==> src/rtl/ysyx_22040088_mem_pkg.sv <==
// Shared definitions for the cache-to-memory arbiter: FSM states, owner IDs
// and the fixed 64-bit beat size.
package ysyx_22040088_mem_pkg;

  localparam int BEAT_BYTES = 8;

  typedef enum logic [1:0] {
    IDLE,
    REQ,
    WAIT,
    DONE
  } state_t;

  typedef enum logic [1:0] {
    OWN_IC,
    OWN_DC_RD,
    OWN_DC_WR
  } owner_t;

  // A one-beat line still needs a 1-bit counter so the vectors stay legal.
  function automatic int beat_width(input int beats);
    return (beats > 1) ? $clog2(beats) : 1;
  endfunction

endpackage

==> src/rtl/ysyx_22040088_rr_arb2.sv <==
// Two-way round-robin grant. When block is high nothing is granted, which lets
// a higher-priority requester outside this arbiter take the port.
module ysyx_22040088_rr_arb2 (
  input  logic       clk,
  input  logic       rst,
  input  logic [1:0] req,
  input  logic       block,
  input  logic       advance,
  output logic [1:0] gnt
);

  // ptr=0 favours req[0] on a tie; it flips once per completed transaction.
  logic ptr;

  always_ff @(posedge clk) begin
    if (rst) begin
      ptr <= 1'b0;
    end else if (advance) begin
      ptr <= ~ptr;
    end
  end

  always_comb begin
    gnt = 2'b00;
    if (!block) begin
      if (req == 2'b11) begin
        gnt = ptr ? 2'b10 : 2'b01;
      end else begin
        gnt = req;
      end
    end
  end

endmodule

==> src/rtl/ysyx_22040088_mem_arbiter.sv <==
// Shares the single core memory port between ICache refill, DCache refill and
// DCache write-back, splitting each line into 64-bit single-beat transactions.
module ysyx_22040088_mem_arbiter
  import ysyx_22040088_mem_pkg::*;
#(
  parameter int LINE_BEATS = 1,
  parameter int ADDR_W     = 64
) (
  input  logic              clk,
  input  logic              rst,

  input  logic              ic_rd_req,
  input  logic [ADDR_W-1:0] ic_rd_addr,
  output logic              ic_ret_valid,
  output logic              ic_ret_last,
  output logic [63:0]       ic_ret_data,

  input  logic              dc_rd_req,
  input  logic [ADDR_W-1:0] dc_rd_addr,
  output logic              dc_ret_valid,
  output logic              dc_ret_last,
  output logic [63:0]       dc_ret_data,

  input  logic              dc_wr_req,
  input  logic [ADDR_W-1:0] dc_wr_addr,
  output logic [2:0]        dc_wr_beat,
  input  logic [63:0]       dc_wr_data,
  input  logic [7:0]        dc_wr_strb,
  output logic              dc_wr_done,

  output logic              mem_valid,
  input  logic              mem_ready,
  output logic              mem_we,
  output logic [ADDR_W-1:0] mem_addr,
  output logic [63:0]       mem_wdata,
  output logic [7:0]        mem_wstrb,
  input  logic              mem_ack,
  input  logic [63:0]       mem_rdata
);

  localparam int                BEAT_W      = beat_width(LINE_BEATS);
  localparam int                LINE_BYTES  = LINE_BEATS * BEAT_BYTES;
  localparam logic [BEAT_W-1:0] LAST_BEAT   = BEAT_W'(LINE_BEATS - 1);
  localparam logic [ADDR_W-1:0] OFFSET_MASK = ADDR_W'(LINE_BYTES - 1);

  function automatic logic [ADDR_W-1:0] line_base(input logic [ADDR_W-1:0] a);
    return a & ~OFFSET_MASK;
  endfunction

  function automatic logic [ADDR_W-1:0] beat_offset(input logic [BEAT_W-1:0] b);
    return ADDR_W'({b, 3'b000});
  endfunction

  state_t            state;
  owner_t            owner;
  logic [BEAT_W-1:0] beat;
  logic [BEAT_W-1:0] beat_next;
  logic [ADDR_W-1:0] base;

  logic              beat_ack;
  logic              last_ack;
  logic              is_write;
  logic [1:0]        rd_gnt;

  logic              grant_valid;
  owner_t            grant_owner;
  logic [ADDR_W-1:0] grant_addr;

  assign beat_next = beat + BEAT_W'(1);
  assign is_write  = (owner == OWN_DC_WR);
  assign beat_ack  = (state == WAIT) && mem_ack;
  assign last_ack  = beat_ack && (beat == LAST_BEAT);

  // Write-back blocks the read arbiter so a dirty victim leaves before its refill.
  ysyx_22040088_rr_arb2 u_rd_arb (
    .clk     (clk),
    .rst     (rst),
    .req     ({dc_rd_req, ic_rd_req}),
    .block   (dc_wr_req),
    .advance (last_ack && !is_write),
    .gnt     (rd_gnt)
  );

  always_comb begin
    grant_valid = 1'b0;
    grant_owner = OWN_IC;
    grant_addr  = ic_rd_addr;
    if (dc_wr_req) begin
      grant_valid = 1'b1;
      grant_owner = OWN_DC_WR;
      grant_addr  = dc_wr_addr;
    end else if (rd_gnt[0]) begin
      grant_valid = 1'b1;
      grant_owner = OWN_IC;
      grant_addr  = ic_rd_addr;
    end else if (rd_gnt[1]) begin
      grant_valid = 1'b1;
      grant_owner = OWN_DC_RD;
      grant_addr  = dc_rd_addr;
    end
  end

  // DONE is a dead cycle so a requester can drop its req before the next grant.
  always_ff @(posedge clk) begin
    if (rst) begin
      state     <= IDLE;
      owner     <= OWN_IC;
      beat      <= '0;
      base      <= '0;
      mem_valid <= 1'b0;
      mem_we    <= 1'b0;
      mem_addr  <= '0;
    end else begin
      case (state)
        IDLE: begin
          if (grant_valid) begin
            owner     <= grant_owner;
            base      <= line_base(grant_addr);
            beat      <= '0;
            mem_addr  <= line_base(grant_addr);
            mem_we    <= (grant_owner == OWN_DC_WR);
            mem_valid <= 1'b1;
            state     <= REQ;
          end
        end
        REQ: begin
          if (mem_ready) begin
            mem_valid <= 1'b0;
            state     <= WAIT;
          end
        end
        WAIT: begin
          if (mem_ack) begin
            if (beat == LAST_BEAT) begin
              state <= DONE;
            end else begin
              beat      <= beat_next;
              mem_addr  <= base + beat_offset(beat_next);
              mem_valid <= 1'b1;
              state     <= REQ;
            end
          end
        end
        DONE: begin
          beat   <= '0;
          mem_we <= 1'b0;
          state  <= IDLE;
        end
        default: state <= IDLE;
      endcase
    end
  end

  assign mem_wdata = dc_wr_data;
  assign mem_wstrb = ((state == REQ) && mem_we) ? dc_wr_strb : 8'h00;

  assign dc_wr_beat = 3'(beat);
  assign dc_wr_done = last_ack && is_write;

  // Read data is steered combinationally in the ack cycle to the line owner.
  assign ic_ret_valid = beat_ack && (owner == OWN_IC);
  assign ic_ret_last  = ic_ret_valid && (beat == LAST_BEAT);
  assign ic_ret_data  = mem_rdata;

  assign dc_ret_valid = beat_ack && (owner == OWN_DC_RD);
  assign dc_ret_last  = dc_ret_valid && (beat == LAST_BEAT);
  assign dc_ret_data  = mem_rdata;

endmodule

==> config.mk <==
export PLATFORM = sky130hd
export DESIGN_NAME = ysyx_22040088_mem_arbiter
export DESIGN_NICKNAME = d
export VERILOG_FILES = /design/src/rtl/ysyx_22040088_mem_pkg.sv /design/src/rtl/ysyx_22040088_rr_arb2.sv /design/src/rtl/ysyx_22040088_mem_arbiter.sv
export SDC_FILE = /design/constraint.sdc
export NUM_CORES = 1
export LEC_CHECK = 0
export ABC_AREA = 0
export CORE_AREA = 2 2 240 242
export DETAILED_ROUTE_END_ITERATION = 12
export DIE_AREA = 0 0 242 244
export GPL_TIMING_DRIVEN = 0
export PLACE_DENSITY_LB_ADDON = 0.15
export SYNTH_ARGS = -nofsm -noshare
export SYNTH_HDL_FRONTEND = slang
export SYNTH_SLANG_ARGS = --single-unit
export TNS_END_PERCENT = 10
==> constraint.sdc <==
create_clock -name clk -period 3.5 [get_ports clk]
set_clock_uncertainty 0.2 [all_clocks]
set_input_delay 0.525 -clock clk [delete_from_list [all_inputs] [get_ports clk]]
set_output_delay 0.525 -clock clk [all_outputs]
set_load 0.1 [all_outputs]
==> results by group, run 1 <==
Yosys
  – Cell variety after synth: 67
  – Yosys warns: 0
  – Syn avg cell area: 7.74 µm²
  – Synth Flop Type: dfxtp_1
  – Synth Register Bits: 129
  – Post-synth EDFFs: 0
  – Mapped Cells: ~1100
  – Async S/R FF share, synth: 0%
  – Mapped Area: 8770 µm²
  – Sequential element share of the synthesized area: between 20 and 30%

Global routing
  – Vias in the first global route: 9856
  – GR Util All Layers: 16.2%
  – First-pass GRT wire length: 69600 µm
  – Initial antenna violation count: 7
  – GRT Residual Overflow: 0
  – Largest net degree at the start of global routing: 17

Timing
  – Tightest Pin Transition: 1.34 ns
  – Final worst path period need: 3.41 ns
  – Max_slew headroom: approximately 11%
  – Final Hold Fails: 0
  – Final setup viols: 0
  – Fmax: 0.293 GHz
  – RSZ-0062 raised after global routing: yes
  – Final-report max-slew violation count: 0
  – Crit share post-route: 97.5%

Placement
  – Post-DP HPWL: between 30000 and 40000 µm
  – Placed cell area: 14400 µm²
  – Final Wtd Congestion: 0.806
  – # port buffers: 464

CTS
  – Longest Clk Path Bufs: 2
  – Clock sinks: between 100 and 150
  – Clock slew at the register clock pins of the worst setup and hold paths: 0.07 ns
  – CTS Buf Count: 17
  – # H-tree levels: 4
  – CTS tree: done
  – Root Driver: clkbuf_16
  – # Post-CTS Setup Buffers: 0
  – Cts-stage hold buffer count: 0
  – Clk Latency, worst-skew pair: 0.43 ns

Detailed routing
  – Via-to-Cell Ratio: 4.10
  – Residual DRC: 0
  – Drt pass-1 iters: 6
  – Routed via count: 9805
  – Met1 wire length: 20900 µm
  – Max Used Layer: met5
  – Number of routed nets with antenna violations: 0
  – WL met3: around 3000 µm
  – Met2 WL: 25200 µm
  – Per-cell routed wire length: just over 20 µm
  – Initial DRC count: ~590
  – WL final: 49600 µm

Critical path
  – CP Data Required Time: 2.77 ns
  – Crit path launch type: flop
  – WS Path Type: reg -> out
  – Data arrival time of the worst path: 2.69 ns
  – CP max FO: 10
  – CP Capture Type: output port

Die
  – # rows: 87
  – I/O pin count: 609
  – Initial Utilization: 15.6%
  – Area of the die: 59000 µm²
  – Vert. Die Dim: 244 µm
  – Core area: 56200 µm²
  – Die Wd: around 240 µm

Layout
  – Reg area: 2580 µm²
  – Ratio of cells with drive above 1 in the final layout: approximately 17%
  – NumNets Final: slightly below 2000
  – Commonest non-fill, non-tap cells in the layout: clkdlybuf4s50_1 (459), nand2_1 (208), buf_4 (201)
  – Area growth syn-to-layout: 70.8%
  – Leading cell type in the layout, fill and taps excluded: clkdlybuf4s50_1
  – Fill cells: 6170
  – Finished Cell Area: 15000 µm²
  – Finished Core Util: 26.7%
  – Multi-input logic area: 4370 µm²

Status
  – Status: finished, final reports clean

Pwr
  – Peak VDD IR: 0.242 mV
  – Pwr per Cell Area: 725 nW/µm²
  – P_leak: 0.00580 µW

Flow run
  – Max Cap Viol: 0

Worst hold path
  – HP Class: reg -> reg
## registers in the layout, indices dropped and copies added, names as in the netlist
name	cells
mem_we	1
mem_valid	1
base	61
mem_addr	61
owner	2
u_rd_arb.ptr	1
state	2
## metrics by stage
step / setup TNS, ns / total power (µW) / cells / setup slack, ns / hold slack [ns]
6_report: 0 / 10900 / 2390 / 0.0871 / 0.258
3_5_place_dp: -40.52 / 9120 / 2357 / -0.808 / 0.251
4_1_cts: 0 / 11000 / 2389 / 0.0196 / 0.260
3_3_place_gp: -50.71 / 9100 / 2357 / -1.16 / 0.249
2_1_floorplan: -2.20 / 6960 / 1137 / -0.751 / 0.248
5_1_grt: -0.0297 / 11400 / 2389 / -0.0297 / 0.281
## cell type report
| cell class | count | area share, % |
|---|---|---|
| inverter | 13 | 0.326 |
| buffer | 268 | 12.0 |
| clock buffer | 18 | 2.87 |
| antenna | 1 | 0.0167 |
| multi-input combinational | 727 | 29.2 |
| tap | 756 | 6.32 |
| timing repair buffer | 464 | 31.0 |
| sequential | 129 | 17.2 |
| clock inverter | 14 | 1.05 |
## cell usage after synthesis (10+ instances only)
| cell type | instances | area, µm² |
|---|---|---|
| dfxtp_1 | 129 | 2580 |
| buf_4 | 200 | 1500 |
| nand4_1 | 19 | 119 |
| xnor2_1 | 23 | 201 |
| a21oi_1 | 78 | 390 |
| nor2_1 | 50 | 188 |
| a22oi_1 | 66 | 495 |
| nand3_1 | 32 | 160 |
| inv_1 | 12 | 45.0 |
| and3_1 | 14 | 87.6 |
| buf_2 | 12 | 60.1 |
| nor3_1 | 16 | 80.1 |
| xor2_1 | 28 | 245 |
| a211oi_1 | 18 | 135 |
| o22ai_1 | 21 | 131 |
| nand2_1 | 208 | 781 |
| buf_1 | 10 | 37.5 |
| a22o_1 | 14 | 123 |
| clkbuf_1 | 45 | 169 |
## worst max-delay path, cell delays in order, from the launching register on
cell,delay (ns)
dfxtp_1,0.35
inv_1,0.12
ha_1,0.15
buf_2,0.25
nand2_1,0.16
nor3_1,0.33
clkdlybuf4s15_1,0.88
## layer usage
| metal | global-route usage, % | vias to the layer above |
|---|---|---|
| met2 | 29.4 | 359 |
| met3 | 3.97 | 29 |
| met5 | 0 | - |
| li1 | - | 4764 |
| met1 | 19.6 | 4645 |
| met4 | 2.63 | 8 |
## worst paths after layout
kind                                               start  cells after the start  slack (ns)                   endpoint
worst max register to register     state[0]$_SDFFE_PP0P_                     10        0.22  mem_addr[56]$_SDFFE_PP0P_
worst min-delay path            mem_addr[3]$_SDFFE_PP0P_                      2        0.26   mem_addr[3]$_SDFFE_PP0P_
worst min register to register  mem_addr[3]$_SDFFE_PP0P_                      2        0.26   mem_addr[3]$_SDFFE_PP0P_
worst max-delay path               state[0]$_SDFFE_PP0P_                      6        0.09                dc_ret_last
## power breakdown
| part | switching [µW] | internal, µW | leakage [µW] |
|---|---|---|---|
| clock | 767 | 1060 | 0.000277 |
| sequential | 424 | 1940 | 0.00106 |
| combinational | 4950 | 1720 | 0.00446 |
| total | 6140 | 4710 | 0.00580 |
## cells by family after synthesis
kind of cell / after synthesis / share of synthesized area (%)
other: 1 / 0.0428
flip-flops: 129 / 29.5
AND/OR/NAND/NOR: 398 / 22.7
AO/OA/AOI/OAI: 258 / 20.1
XOR/XNOR: 51 / 5.10
multiplexers: 7 / 0.814
adder cells (fa/ha/maj): 7 / 0.999
buffers and inverters: 281 / 20.9
## repair_timing
action | CTS | global route
setup endpoints to repair | 53 | 34
resized for setup | 12 | 13
endpoints found under the hold margin | 0 | 0
Power figures use the tool's default switching activity.
==> run 2, diff against run 1 <==
- REMOVE_ABC_BUFFERS: not set -> 1
- TNS_END_PERCENT: 10 -> not set
==> run 2 against run 1 <==
Against the previous run:
- combinational power decreased by 17%
- via count decreased by 12%
- clock power increased by 16%
- hold slack improved by 0.0018 ns
- core utilization decreased by 5.7 points
- first-iteration DRC count decreased by 9.9%
- die area unchanged
- fmax increased by 0.85%
- sequential share of layout area increased by 4.7 points
- critical endpoint is now mem_wstrb[3]
==> results by group, run 2 (same netlist as run 1, synthesis figures left out) <==
Status
  – Status: finished, final reports clean

Detailed routing
  – Number of routed nets with antenna violations: 0
  – Per-cell routed wire length: between 30 and 40 µm
  – Initial DRC count: 534
  – Drt pass-1 iters: 6
  – Residual DRC: 0
  – WL final: 74300 µm
  – Via-to-Cell Ratio: 4.44
  – Routed via count: 8640

Flow run
  – Max Cap Viol: 0

Global routing
  – Largest net degree at the start of global routing: ~70
  – Grt met3 use: between 20% and 30%
  – Vias in the first global route: 8337
  – GRT Residual Overflow: 0
  – First-pass GRT wire length: 93300 µm
  – Met1 global-route usage: 18.3%
  – Initial antenna violation count: 2
  – Met2 Usage GRT: 39.2%
  – Grt peak-use layer: met2
  – GR Util All Layers: 24.5%

Timing
  – Max_slew headroom: between 20% and 30%
  – Hold_ws: 0.260 ns
  – Final Hold Fails: 0
  – Fmax: 0.295 GHz
  – Final setup viols: 0
  – Final worst path period need: 3.38 ns
  – Final-report max-slew violation count: 0
  – Tightest Pin Transition: ~1.1 ns
  – Final TNS setup: 0 ns
  – Crit share post-route: 96.7%
  – RSZ-0062 raised after global routing: no

Critical path
  – CP Capture Type: output port
  – Reg2reg path depth: 8
  – CP max FO: 10
  – R2r startpoint: state[0]$_SDFFE_PP0P_
  – Reg2reg setup slack: 0.26 ns
  – Data arrival time of the worst path: 2.66 ns
  – CP Data Required Time: 2.77 ns
  – WS Path Type: reg -> out
  – Reg-to-Reg End: mem_addr[33]$_SDFFE_PP0P_
  – Crit path launch type: flop

Worst hold path
  – Hold path depth: 2
  – Hold path start: mem_addr[3]$_SDFFE_PP0P_
  – HP Class: reg -> reg
  – Worst Hold End: mem_addr[3]$_SDFFE_PP0P_

Layout
  – Biggest regs: base x61, mem_addr x61
  – Commonest non-fill, non-tap cells in the layout: clkdlybuf4s50_1 (260), nand2_1 (207), dfxtp_1 (129)
  – Leading cell type in the layout, fill and taps excluded: clkdlybuf4s50_1
  – Multi-input logic area: 4460 µm²
  – Area growth syn-to-layout: 34.1%
  – Reg area: roughly 2600 µm²
  – Final non-filler cell total: 1948
  – Ratio of cells with drive above 1 in the final layout: 7.64%
  – NumNets Final: 1520
  – Fill cells: around 6300

Die
  – Area of the die: about 60000 µm²
  – Core area: 56200 µm²
  – Die Wd: 242 µm
  – Initial Utilization: 15.6%
  – # rows: 87
  – Vert. Die Dim: 244 µm
  – I/O pin count: 609

CTS
  – CTS tree: done
  – Clk Latency, worst-skew pair: ~0.45 ns
  – CTS Buf Count: 17
  – Longest Clk Path Bufs: 2
  – # H-tree levels: 4
  – Clock slew at the register clock pins of the worst setup and hold paths: approximately 0.07 ns
  – Clock sinks: 129
  – Root Driver: clkbuf_16
  – Cts-stage hold buffer count: 0

Pwr
  – P_leak: 0.00425 µW
  – Peak VDD IR: 0.483 mV
  – Pwr per Cell Area: 849 nW/µm²

Placement
  – Post-DP HPWL: 63000 µm
  – Placed Cells: 1910
  – # port buffers: 273
  – Final Wtd Congestion: 0.983
==> run 2: cell types whose count changed in the layout (fill, tap and decap cells not counted), moves of 4 or more <==
cell	change
buf_2	-11
clkbuf_1	-40
clkbuf_2	-7
buf_1	-7
buf_12	+7
bufinv_16	+4
clkdlybuf4s50_1	-199
buf_16	+4
dlymetal6s2s_1	+6
clkinv_4	-5
buf_4	-197
==> run 2: where the power goes <==
group / internal (µW) / switching (µW) / total (µW)
clock: 1340 / 789 / 2120
sequential: 1940 / 406 / 2340
combinational: 1560 / 3950 / 5510
total: 4840 / 5150 / 9980
==> run 2: worst max path at each step <==
stage | startpoint | to | slack [ns] | cells after the start
after floorplan | state[0]$_SDFFE_PP0P_ | dc_ret_last | -2.53 | 4
after global placement | dc_wr_req | owner[0]$_SDFFE_PP0P_ | -7.84 | 4
after detailed placement | state[0]$_SDFFE_PP0P_ | mem_addr[56]$_SDFFE_PP0P_ | -1.11 | 9
after CTS | state[0]$_SDFFE_PP0P_ | ic_ret_last | -0.15 | 5
after global routing | state[1]$_SDFFE_PP0P_ | mem_wstrb[3] | 0.004 | 4
final | state[1]$_SDFFE_PP0P_ | mem_wstrb[3] | 0.12 | 4
==> run 2: critical path: stages, from the launching register on <==
cell	delay [ns]
dfxtp_1	0.39
inv_1	0.11
ha_1	0.33
and3_1	0.24
clkdlybuf4s50_1	1.14
==> run 2: area by class of cell <==
type,count,area share [%]
flip-flops and latches,129,22.0
multi-input cells,728,38.0
well taps,756,8.05
repair buffers,289,25.9
clock inverters,14,2.00
inverters,13,0.426
diodes,1,0.0213
clock buffers,18,3.65
==> run 2: layer usage <==
| metal | vias to the layer above | part of all wire [%] | routed length (µm) |
|---|---|---|---|
| li1 | 3869 | - | - |
| met1 | 3923 | 27 | 20300 |
| met2 | 785 | 45 | 33600 |
| met3 | 47 | 25 | 18400 |
| met4 | 16 | 1.2 | 893 |
| met5 | - | 1.4 | 1060 |
==> run 2: per-stage QoR <==
step	utilization [%]	total power (µW)	instance area, µm²	worst slack [ns]
6_report	20.9	9980	11800	0.116
5_1_grt	20.9	10500	11800	0.00434
4_1_cts	20.8	10200	11700	-0.149
3_5_place_dp	19.5	7880	11000	-1.11
3_3_place_gp	19.0	7570	10700	-7.84
2_1_floorplan	-	5790	7010	-2.53
==> run 2: what timing repair did <==
item,CTS,global route
resized for setup,27,10
cloned,1,0
buffers inserted,2,2
endpoints found under the setup margin,53,8
pin swaps,3,1
